--- src/rtl/prog_counter.sv ---
// Parametrised up/down counter with programmable step and limit, wrap/saturate
// selection, a registered terminal-value detect flag and a sticky overflow flag.
module prog_counter #(
    parameter int unsigned SIZE   = 8,
    parameter int unsigned STEP_W = 8
) (
    input  logic              clk,
    input  logic              reset,
    input  logic              enable,
    input  logic              preload,
    input  logic [SIZE-1:0]   preload_data,
    input  logic              mode,
    input  logic              wrap,
    input  logic [STEP_W-1:0] step,
    input  logic [SIZE-1:0]   limit,
    output logic              detect,
    output logic              overflow,
    output logic [SIZE-1:0]   result
);

    // One spare bit above the wider operand so sums and limit+1 never truncate.
    localparam int unsigned W = ((SIZE > STEP_W) ? SIZE : STEP_W) + 1;

    logic [SIZE-1:0] result_q, result_d;
    logic            detect_q, detect_d;
    logic            overflow_q, overflow_d;

    logic [W-1:0] res_x, lim_x, lim_p1, step_x, pd_x, es, nxt;

    assign res_x  = W'(result_q);
    assign lim_x  = W'(limit);
    assign pd_x   = W'(preload_data);
    assign step_x = W'(step);
    assign lim_p1 = lim_x + W'(1);
    assign es     = (step_x < lim_p1) ? step_x : lim_p1;

    always_comb begin
        result_d   = result_q;
        overflow_d = overflow_q;
        detect_d   = 1'b0;
        nxt        = '0;
        if (preload) begin
            result_d   = (pd_x > lim_x) ? limit : preload_data;
            overflow_d = 1'b0;
        end else if (enable && (es != '0)) begin
            if (res_x > lim_x) begin
                // Limit was lowered below the current count: clamp to it.
                result_d   = limit;
                overflow_d = 1'b1;
                detect_d   = ~mode;
            end else if (!mode) begin
                nxt = res_x + es;
                if (nxt > lim_x) begin
                    overflow_d = 1'b1;
                    nxt        = wrap ? (nxt - lim_p1) : lim_x;
                end
                result_d = nxt[SIZE-1:0];
                detect_d = (nxt == lim_x);
            end else begin
                if (res_x >= es) begin
                    nxt = res_x - es;
                end else begin
                    overflow_d = 1'b1;
                    nxt        = wrap ? (res_x + lim_p1 - es) : '0;
                end
                result_d = nxt[SIZE-1:0];
                detect_d = (nxt == '0);
            end
        end
    end

    always_ff @(posedge clk or posedge reset) begin
        if (reset) begin
            result_q   <= '0;
            detect_q   <= 1'b0;
            overflow_q <= 1'b0;
        end else begin
            result_q   <= result_d;
            detect_q   <= detect_d;
            overflow_q <= overflow_d;
        end
    end

    assign result   = result_q;
    assign detect   = detect_q;
    assign overflow = overflow_q;

endmodule

--- config.mk ---
export PLATFORM = sky130hd
export DESIGN_NAME = prog_counter
export DESIGN_NICKNAME = d
export VERILOG_FILES = /design/src/rtl/prog_counter.sv
export SDC_FILE = /design/constraint.sdc
export NUM_CORES = 1
export LEC_CHECK = 0
export BUFFER_PORTS_ARGS = -buffer_cell sky130_fd_sc_hd__buf_2
export CORE_ASPECT_RATIO = 0.6
export CORE_MARGIN = 1
export CORE_UTILIZATION = 63
export CTS_BUF_LIST = sky130_fd_sc_hd__clkbuf_2 sky130_fd_sc_hd__clkbuf_4 sky130_fd_sc_hd__clkbuf_8
export DETAILED_ROUTE_END_ITERATION = 8
export PLACE_DENSITY = 0.84
export SLEW_MARGIN = 20
export SYNTH_ARGS = -nofsm -noshare
export SYNTH_HDL_FRONTEND = slang
export SYNTH_SLANG_ARGS = --single-unit
export TNS_END_PERCENT = 20
--- constraint.sdc ---
create_clock -name clk -period 5.6 [get_ports clk]
set_input_delay 0.56 -clock clk [delete_from_list [all_inputs] [get_ports clk]]
set_output_delay 0.56 -clock clk [all_outputs]
set_load 0.005 [all_outputs]
==> results of run 1 <==
[per-layer routing]
layer	overflow	track usage, %
met5	0	57.26
met3	6	83.22
met4	17	79.23
met2	21	95.92
met1	1	88.24
[per-stage QoR]
step	utilization (%)	worst slack [ps]	std cells	TNS, ps
global placement	90.19	-337.3	722	-2503
detailed placement	90.19	-933.5	722	-7903
floorplan	-	-314.2	497	-1470
CTS	94.89	-287.9	731	-1950
[cells in the mapped netlist (3+ instances only)]
master,number
ha_1,63
inv_1,50
nor2_1,36
a21oi_1,35
o21ai_0,26
xnor2_1,24
nand2_1,22
nor3_1,13
clkbuf_1,12
nand4_1,12
a211oi_1,11
fa_1,11
nand3_1,11
a21o_1,10
dfrtp_1,10
o211ai_1,10
nor4_1,8
o21bai_1,8
xor2_1,8
a311oi_1,6
a31oi_1,5
and3_1,5
buf_2,5
o21a_1,5
or3_1,5
a22oi_1,4
mux2_2,4
mux2_4,4
nand2b_1,4
nor2b_1,4
o31ai_1,4
or2_2,4
a221oi_1,3
mux2i_1,3
o221ai_1,3
o22ai_1,3
o311a_1,3
[what timing repair did]
| action | 4_1_cts |
|---|---|
| pin swaps | 31 |
| gates resized for setup | 40 |
| setup buffers | 6 |
| setup endpoints to repair | 10 |
[logic make-up after synthesis]
family | Yosys count | synth area share, %
AOI/OAI and AO/OA | 161 | 29.11
and+or+nand+nor | 134 | 17.86
adders and majority gates | 74 | 25.98
buffers and inverters | 71 | 7.608
xor gates and xnor gates | 36 | 9.510
muxes | 11 | 3.482
DFF | 10 | 6.447
==> results.md, run 1 <==
* Status: stopped before the end
* Failing step: global routing (5_1_grt)
* Err: [ERROR GRT-0116] Global routing finished with congestion. Check the congestion regions in the DRC Viewer.
* Post-synth top area share at between 20 and 25%
* Hold_buf cts at 0
* Total CTS buffers at 3
* Largest net degree at the start of global routing at 20
* Flops & latches, synth at 10
* Main synth FF type: dfrtp_1
* Mapped Cells at a little under 500
* Max clock buf depth at 2
* Top Ports at 40
* Post-synth EDFFs at 0
* Initial core utilization at between 60 and 70%
* Syn nets at 601
* Chip height at 62.80 um
* Port bufs at 39
* GRT overflow at 45
* First-pass GRT wire length at 41440 um
* Synth Area per Inst at 7.809 um2
* Yosys cell types at 71
* Placed inst area at 5190 um2
* Async S/R FF share, synth at between 90% and 100%
* Top cell type by total area after synthesis: ha_1
* Die Wd at 103.3 um
* Row count at 21
* Vias in the first global route at 6898
* Cell area after synthesis at 3881 um2
* Num Clock Sinks at 10
* Largest cells by area after synthesis: ha_1 20%, dfrtp_1 6.4%, fa_1 5.7%
* GRT Util Overall at 87.29%
* Root Buffer: clkbuf_8
* GP Congestion at 1.156
* CTS H-tree depth at 1
* Sequential-to-total area share from yosys stat at 6.447%
* Syn. warnings at 0
* Detail Placement HPWL at around 15000 um
==> inputs of run 2 (changes only) <==
==> config.mk (replaced) <==
export PLATFORM = sky130hd
export DESIGN_NAME = prog_counter
export DESIGN_NICKNAME = d
export VERILOG_FILES = /design/src/rtl/prog_counter.sv
export SDC_FILE = /design/constraint.sdc
export NUM_CORES = 1
export LEC_CHECK = 0
export BUFFER_PORTS_ARGS = -buffer_cell sky130_fd_sc_hd__buf_2
export CORE_MARGIN = 1
export CORE_UTILIZATION = 40
export DETAILED_ROUTE_END_ITERATION = 8
export PLACE_DENSITY_LB_ADDON = 0.15
export SLEW_MARGIN = 20
export SYNTH_ARGS = -nofsm -noshare
export SYNTH_HDL_FRONTEND = slang
export SYNTH_SLANG_ARGS = --single-unit
export TNS_END_PERCENT = 20
==> results.md, run 2 <==
* Full die area at between 10000 and 15000 um2
* Commonest cells in the netlist: 63 x ha_1, 50 x inv_1, 36 x nor2_1
* Hold Path Class: in -> async
* Relative slew slack at between 30% and 40%
* Placed inst area at approximately 5200 um2
* Detail Placement HPWL at between 10000 and 15000 um
* Finished Cell Area at 5650 um2
* Layout Cells excl Fill at 787
* Chip height at between 100 and 150 um
* Fin crit period at ~5700 ps
* Maxcap violations at 0
* RSZ-0062 raised after global routing: yes
* Post-synth EDFFs at 0
* Final WS setup at -105.6 ps
* Most common cell in the netlist: ha_1
* Via count at 4563
* GRT Util Overall at 31.16%
* Async S/R FF share, synth at 100.0%
* Yosys cell types at approximately 70
* Num Clock Sinks at 10
* WP data arrival at 5870 ps
* Syn. warnings at 0
* Cell area after synthesis at 3881 um2
* Status: complete, but fails checks
* First-pass GRT wire length at 23920 um
* Max FO, Critical Path at 5
* Drt wl/cell at ~20 um
* Hold Violations, Final at 0
* CTS H-tree depth at 1
* Commonest non-fill, non-tap cell in the layout: buf_4
* TritonCTS clock tree: built
* Mapped Cells at 497
* Flops & latches, synth at 10
* Placed cell count at 770
* Top Ports at 40
* Post-layout util at 60.58%
* Remaining DRCs at 0
* Fin crit share at 101.9%
* Failing checks: setup timing
* Highest cell delay on the worst timing path at 520 ps
* Layout fillers at around 860
* Worst VDD drop at 454.0 uV
* Die Wd at around 100 um
* CP delay by family, top: compound AO/OA/AOI/OAI gates
* Largest cells by area after synthesis: ha_1 20%, dfrtp_1 6.4%, fa_1 5.7%
* Power density over the cells at 692.4 nW/um2
* CP required at roughly 5800 ps
* Initial core utilization at 41.61%
* Syn nets at about 600
* Worst Setup End Kind: flop
* Layout Nets at about 760
* Worst-Margin Slew at 957.9 ps
* Number of flip-flops in the largest register at 8
* DR vias/cell at between 5 and 6
* Max-slew violation count at 0
* ANT cells at 0
* Port bufs at 39
* Root Buffer: clkbuf_8
* Initial antenna violation count at 0
* Setup Crit Path Kind: in -> reg
* Clock Latency Late Sink at about 250 ps
* Synth Area per Inst at 7.809 um2
* Row count at 35
* Max clock buf depth at 2
* Core region area at approximately 9300 um2
* Clk slew on worst S/H paths at 60 ps
* Commonest non-fill, non-tap cells in the layout: 138 x buf_4, 54 x ha_1, 45 x inv_1, 36 x buf_2, 35 x nor2_1
* Hold Worst Slack at 320.3 ps
* Clock Skew at a little under 8 ps
* Routed Antenna Nets at 0
* Fmax at 175.3 MHz
* CP max stage cell: fa_1
* Main synth FF type: dfrtp_1
* Buf/Inv on CP at 5
* Synth-to-layout area growth at 45.58%
* Post-synth top area share at 20.31%
* GRT overflow at 0
* Sequential-to-total area share from yosys stat at roughly 6.4%
* Final wirelength at between 15000 and 20000 um
* Largest net degree at the start of global routing at 20
* Dpl ws at -621.8 ps
* Drt first pass iters at 5
* Share of cells above drive strength 1 at between 30 and 40%
* Final Setup Violations at 4
* Leak at 2.675 nW
* Vias in the first global route at 4535
* Top cell type by total area after synthesis: ha_1
* Initial detailed-routing violation count at 298
* Hold_buf cts at 0
* GP Congestion at 0.9829
* Crit start category: primary input
* Total CTS buffers at 3
==> run 2: cell counts after synthesis <==
Identical to the previous run, type by type.
==> run 2: layout make-up <==
type,instances,area (um2),share of cell area (%)
multi-input cells,416,3719,65.81
flip-flops and latches,10,250.2,4.429
inverters,50,187.7,3.322
clock buffers,4,55.05,0.9743
repair buffers,178,1277,22.61
well taps,129,161.4,2.857
==> run 2: per-stage QoR <==
stage	power [mW]	setup TNS, ps
2_1_floorplan	2.123	-1470
3_3_place_gp	3.445	-4533
3_5_place_dp	3.461	-5192
4_1_cts	3.724	-121.3
5_1_grt	4.215	-2297
6_report	3.912	-233.5
==> run 2: final timing paths <==
check	startpoint	endpoint	slack, ps	depth (start not counted)
setup / recovery	limit[0]	detect	-110	26
hold / removal	reset	result[5]	320	2
setup reg to reg	result[1]	detect	1540	17
hold reg to reg	overflow	overflow	520	2
max in group asynchronous	reset	overflow	4950	2
min in group clk	overflow	overflow	520	2
==> run 2: power by group <==
group	switching (mW)	internal (mW)
Clock	0.0326	0.0621
Combinational	1.80	1.81
Sequential	0.104	0.0993
==> run 2: layer usage <==
metal  wire, um  track usage (%)
met1       6500            41.09
met2       7497            53.42
met3       1080            4.785
met4        312            6.355
met5         58            4.615
==> run 2: cell families after synthesis <==
| group | share of synthesized area, % |
|---|---|
| AOI/OAI and AO/OA | 29.11 |
| buffers and inverters | 7.608 |
| muxes | 3.482 |
| and+or+nand+nor | 17.86 |
| DFF | 6.447 |
| xor gates and xnor gates | 9.510 |
| adders and majority gates | 25.98 |
==> run 2: timing repair <==
item | in CTS | in global routing
pin swaps | 29 | 29
buffers inserted | 11 | 2
endpoints found under the hold margin | 0 | 0
resized for setup | 26 | 23
setup endpoints to repair | 10 | 10
(Power assumes the default switching activity.)
==> inputs of run 3 (changes only) <==
--- a/config.mk
+++ b/config.mk
@@ -5,6 +5,7 @@
 export SDC_FILE = /design/constraint.sdc
 export NUM_CORES = 1
 export LEC_CHECK = 0
+export ABC_AREA = 1
 export BUFFER_PORTS_ARGS = -buffer_cell sky130_fd_sc_hd__buf_2
 export CORE_MARGIN = 1
 export CORE_UTILIZATION = 40
==> results.md, run 3 <==
* Largest cells by area after synthesis: ha_1 20%, nand2_1 20%, inv_1 9.4%
* Commonest non-fill, non-tap cells in the layout: 205 x nand2_1, 99 x inv_1, 68 x nand3_1, 62 x ha_1, 42 x nor2_1
* Fin crit period at 5224 ps
* Yosys cell types at 39
* ANT cells at 0
* Total CTS buffers at 3
* Buf/Inv on CP at 6
* Most common cell in the netlist: nand2_1
* CP delay by family, top: simple AND/OR/NAND/NOR gates
* Fmax at 191.4 MHz
* Clock Latency Late Sink at 240 ps
* Clock Skew at 1.729 ps
* TritonCTS clock tree: built
* Vias in the first global route at around 4.5k
* Commonest cells in the netlist: 209 x nand2_1, 99 x inv_1, 69 x nand3_1
* Detail Placement HPWL at 11910 um
* Core region area at between 9000 and 10000 um2
* CTS H-tree depth at 1
* CP required at 5780 ps
* Post-synth top area share at 19.86%
* Syn nets at 779
* Hold Path Class: in -> async
* Crit. path cell count at 37
* Initial core utilization at about 42%
* DR vias/cell at 5.463
* Drt wl/cell at roughly 16 um
* Sequential-to-total area share from yosys stat at 6.305%
* CP Launch Point: limit[0]
* Mapped Cells at 675
* Commonest non-fill, non-tap cell in the layout: nand2_1
* Leak at 2.665 nW
* Via count at 4758
* GRT overflow at 0
* CP max stage cell: ha_1
* Worst-Margin Slew at 570.9 ps
* Post-layout util at 49.81%
* Syn. warnings at 0
* Worst r2r path cells at 27
* Final WS setup at approximately 380 ps
* Synth Area per Inst at 5.880 um2
* First-pass GRT wire length at about 22000 um
* Main synth FF type: dfrtp_1
* Initial antenna violation count at 0
* Die Wd at 101.6 um
* Maxcap violations at 0
* Max FO, Critical Path at 9
* WP data arrival at 5400 ps
* GP Congestion at 1.001
* GRT Util Overall at between 20% and 30%
* Hold_buf cts at 0
* Post-synth EDFFs at 0
* Crit path capture: result[2]
* Initial detailed-routing violation count at 301
* Synth-to-layout area growth at 18.16%
* Final Setup Violations at 0
* Layout Nets at about 850
* Routed Antenna Nets at 0
* Largest net degree at the start of global routing at 20
* Relative slew slack at 61.71%
* R2r endpoint: result[2]
* Worst path most repeated cell: nand2_1
* Dpl ws at -17.70 ps
* Remaining DRCs at 0
* Clk slew on worst S/H paths at 50 ps
* Hold Worst Slack at 297.3 ps
* Max-slew violation count at 0
* Fin crit share at 93.28%
* Number of flip-flops in the largest register at 8
* Hold Violations, Final at 0
* Share of cells above drive strength 1 at 15.36%
* Async S/R FF share, synth at between 90% and 100%
* R2R Path Start: result[1]
* Full die area at 10320 um2
* Cell area after synthesis at 3969 um2
* Crit start category: primary input
* Root Buffer: clkbuf_8
* Drt first pass iters at 5
* Status: finished, final reports clean
* Setup Crit Path Kind: in -> reg
* Final wirelength at 14230 um
* Worst VDD drop at 249.3 uV
* Final Power at between 3 and 4 mW
* Top Ports at 40
* R2R setup slack at 1960 ps
* Power density over the cells at 641.9 nW/um2
* Top cell type by total area after synthesis: ha_1
* Max clock buf depth at 2
* Placed inst area at roughly 4500 um2
* Chip height at 101.6 um
* Port bufs at 39
* Worst Setup End Kind: flop
* Flops & latches, synth at 10
* Highest cell delay on the worst timing path at 330 ps
* Num Clock Sinks at 10
* Finished Cell Area at 4690 um2
* Row count at 35
## run 3: changes by cell type after synthesis, sizes merged, moves of 9 or more
cell	change
nand2	+193
a21o	-9
xnor2	-23
o21ai	+11
nand3	+58
inv	+53
a211oi	-11
## run 3: report_power, final
group	total [mW]	internal (mW)	switching [mW]
Sequential	0.178	0.0985	0.0794
Combinational	2.74	1.01	1.73
Clock	0.0936	0.0621	0.0315
## run 3: how the worst min path moves through the flow
stage	from	slack (ps)	cells after the start	end
after detailed placement	overflow	510	2	overflow
final	reset	300	2	result[2]
after global placement	overflow	510	2	overflow
after global routing	reset	340	2	result[2]
after floorplan	reset	400	1	detect
after CTS	reset	310	2	result[2]
## run 3: kinds of logic after synthesis
| group | Yosys count | synth area share (%) |
|---|---|---|
| compound gates | 99 | 14.38 |
| fa+ha+maj | 74 | 25.41 |
| buf+inv | 119 | 11.51 |
| simple gates | 356 | 38.65 |
| xor+xnor | 17 | 3.752 |
| flops | 10 | 6.305 |
## run 3: layout make-up
cell class | count | area [um2]
clock buffers | 4 | 55.05
inverters | 105 | 394.1
flip-flops and latches | 10 | 250.2
repair buffers | 77 | 484.2
multi-input cells | 546 | 3344
fillers | 1019 | 4726
well taps | 129 | 161.4
## run 3: layer usage
metal / wire length [um] / up-vias / GRT usage, %
li1: - / 2355 / -
met1: 6374 / 2160 / 38.18
met2: 6409 / 208 / 46.21
met3: 965 / 35 / 2.553
met4: 480 / 0 / 9.030
met5: 0 / - / 0
## run 3: what timing repair did
action | CTS | global route
gates resized for setup | 0 | 23
setup buffers | 0 | 2
endpoints found under the setup margin | 0 | 10
## run 3: stage by stage
stage / std cells / setup TNS, ps
2_1_floorplan: 675 / 0
3_3_place_gp: 864 / 0
3_5_place_dp: 864 / -17.70
4_1_cts: 868 / 0
5_1_grt: 871 / -141.5
6_report: 871 / 0
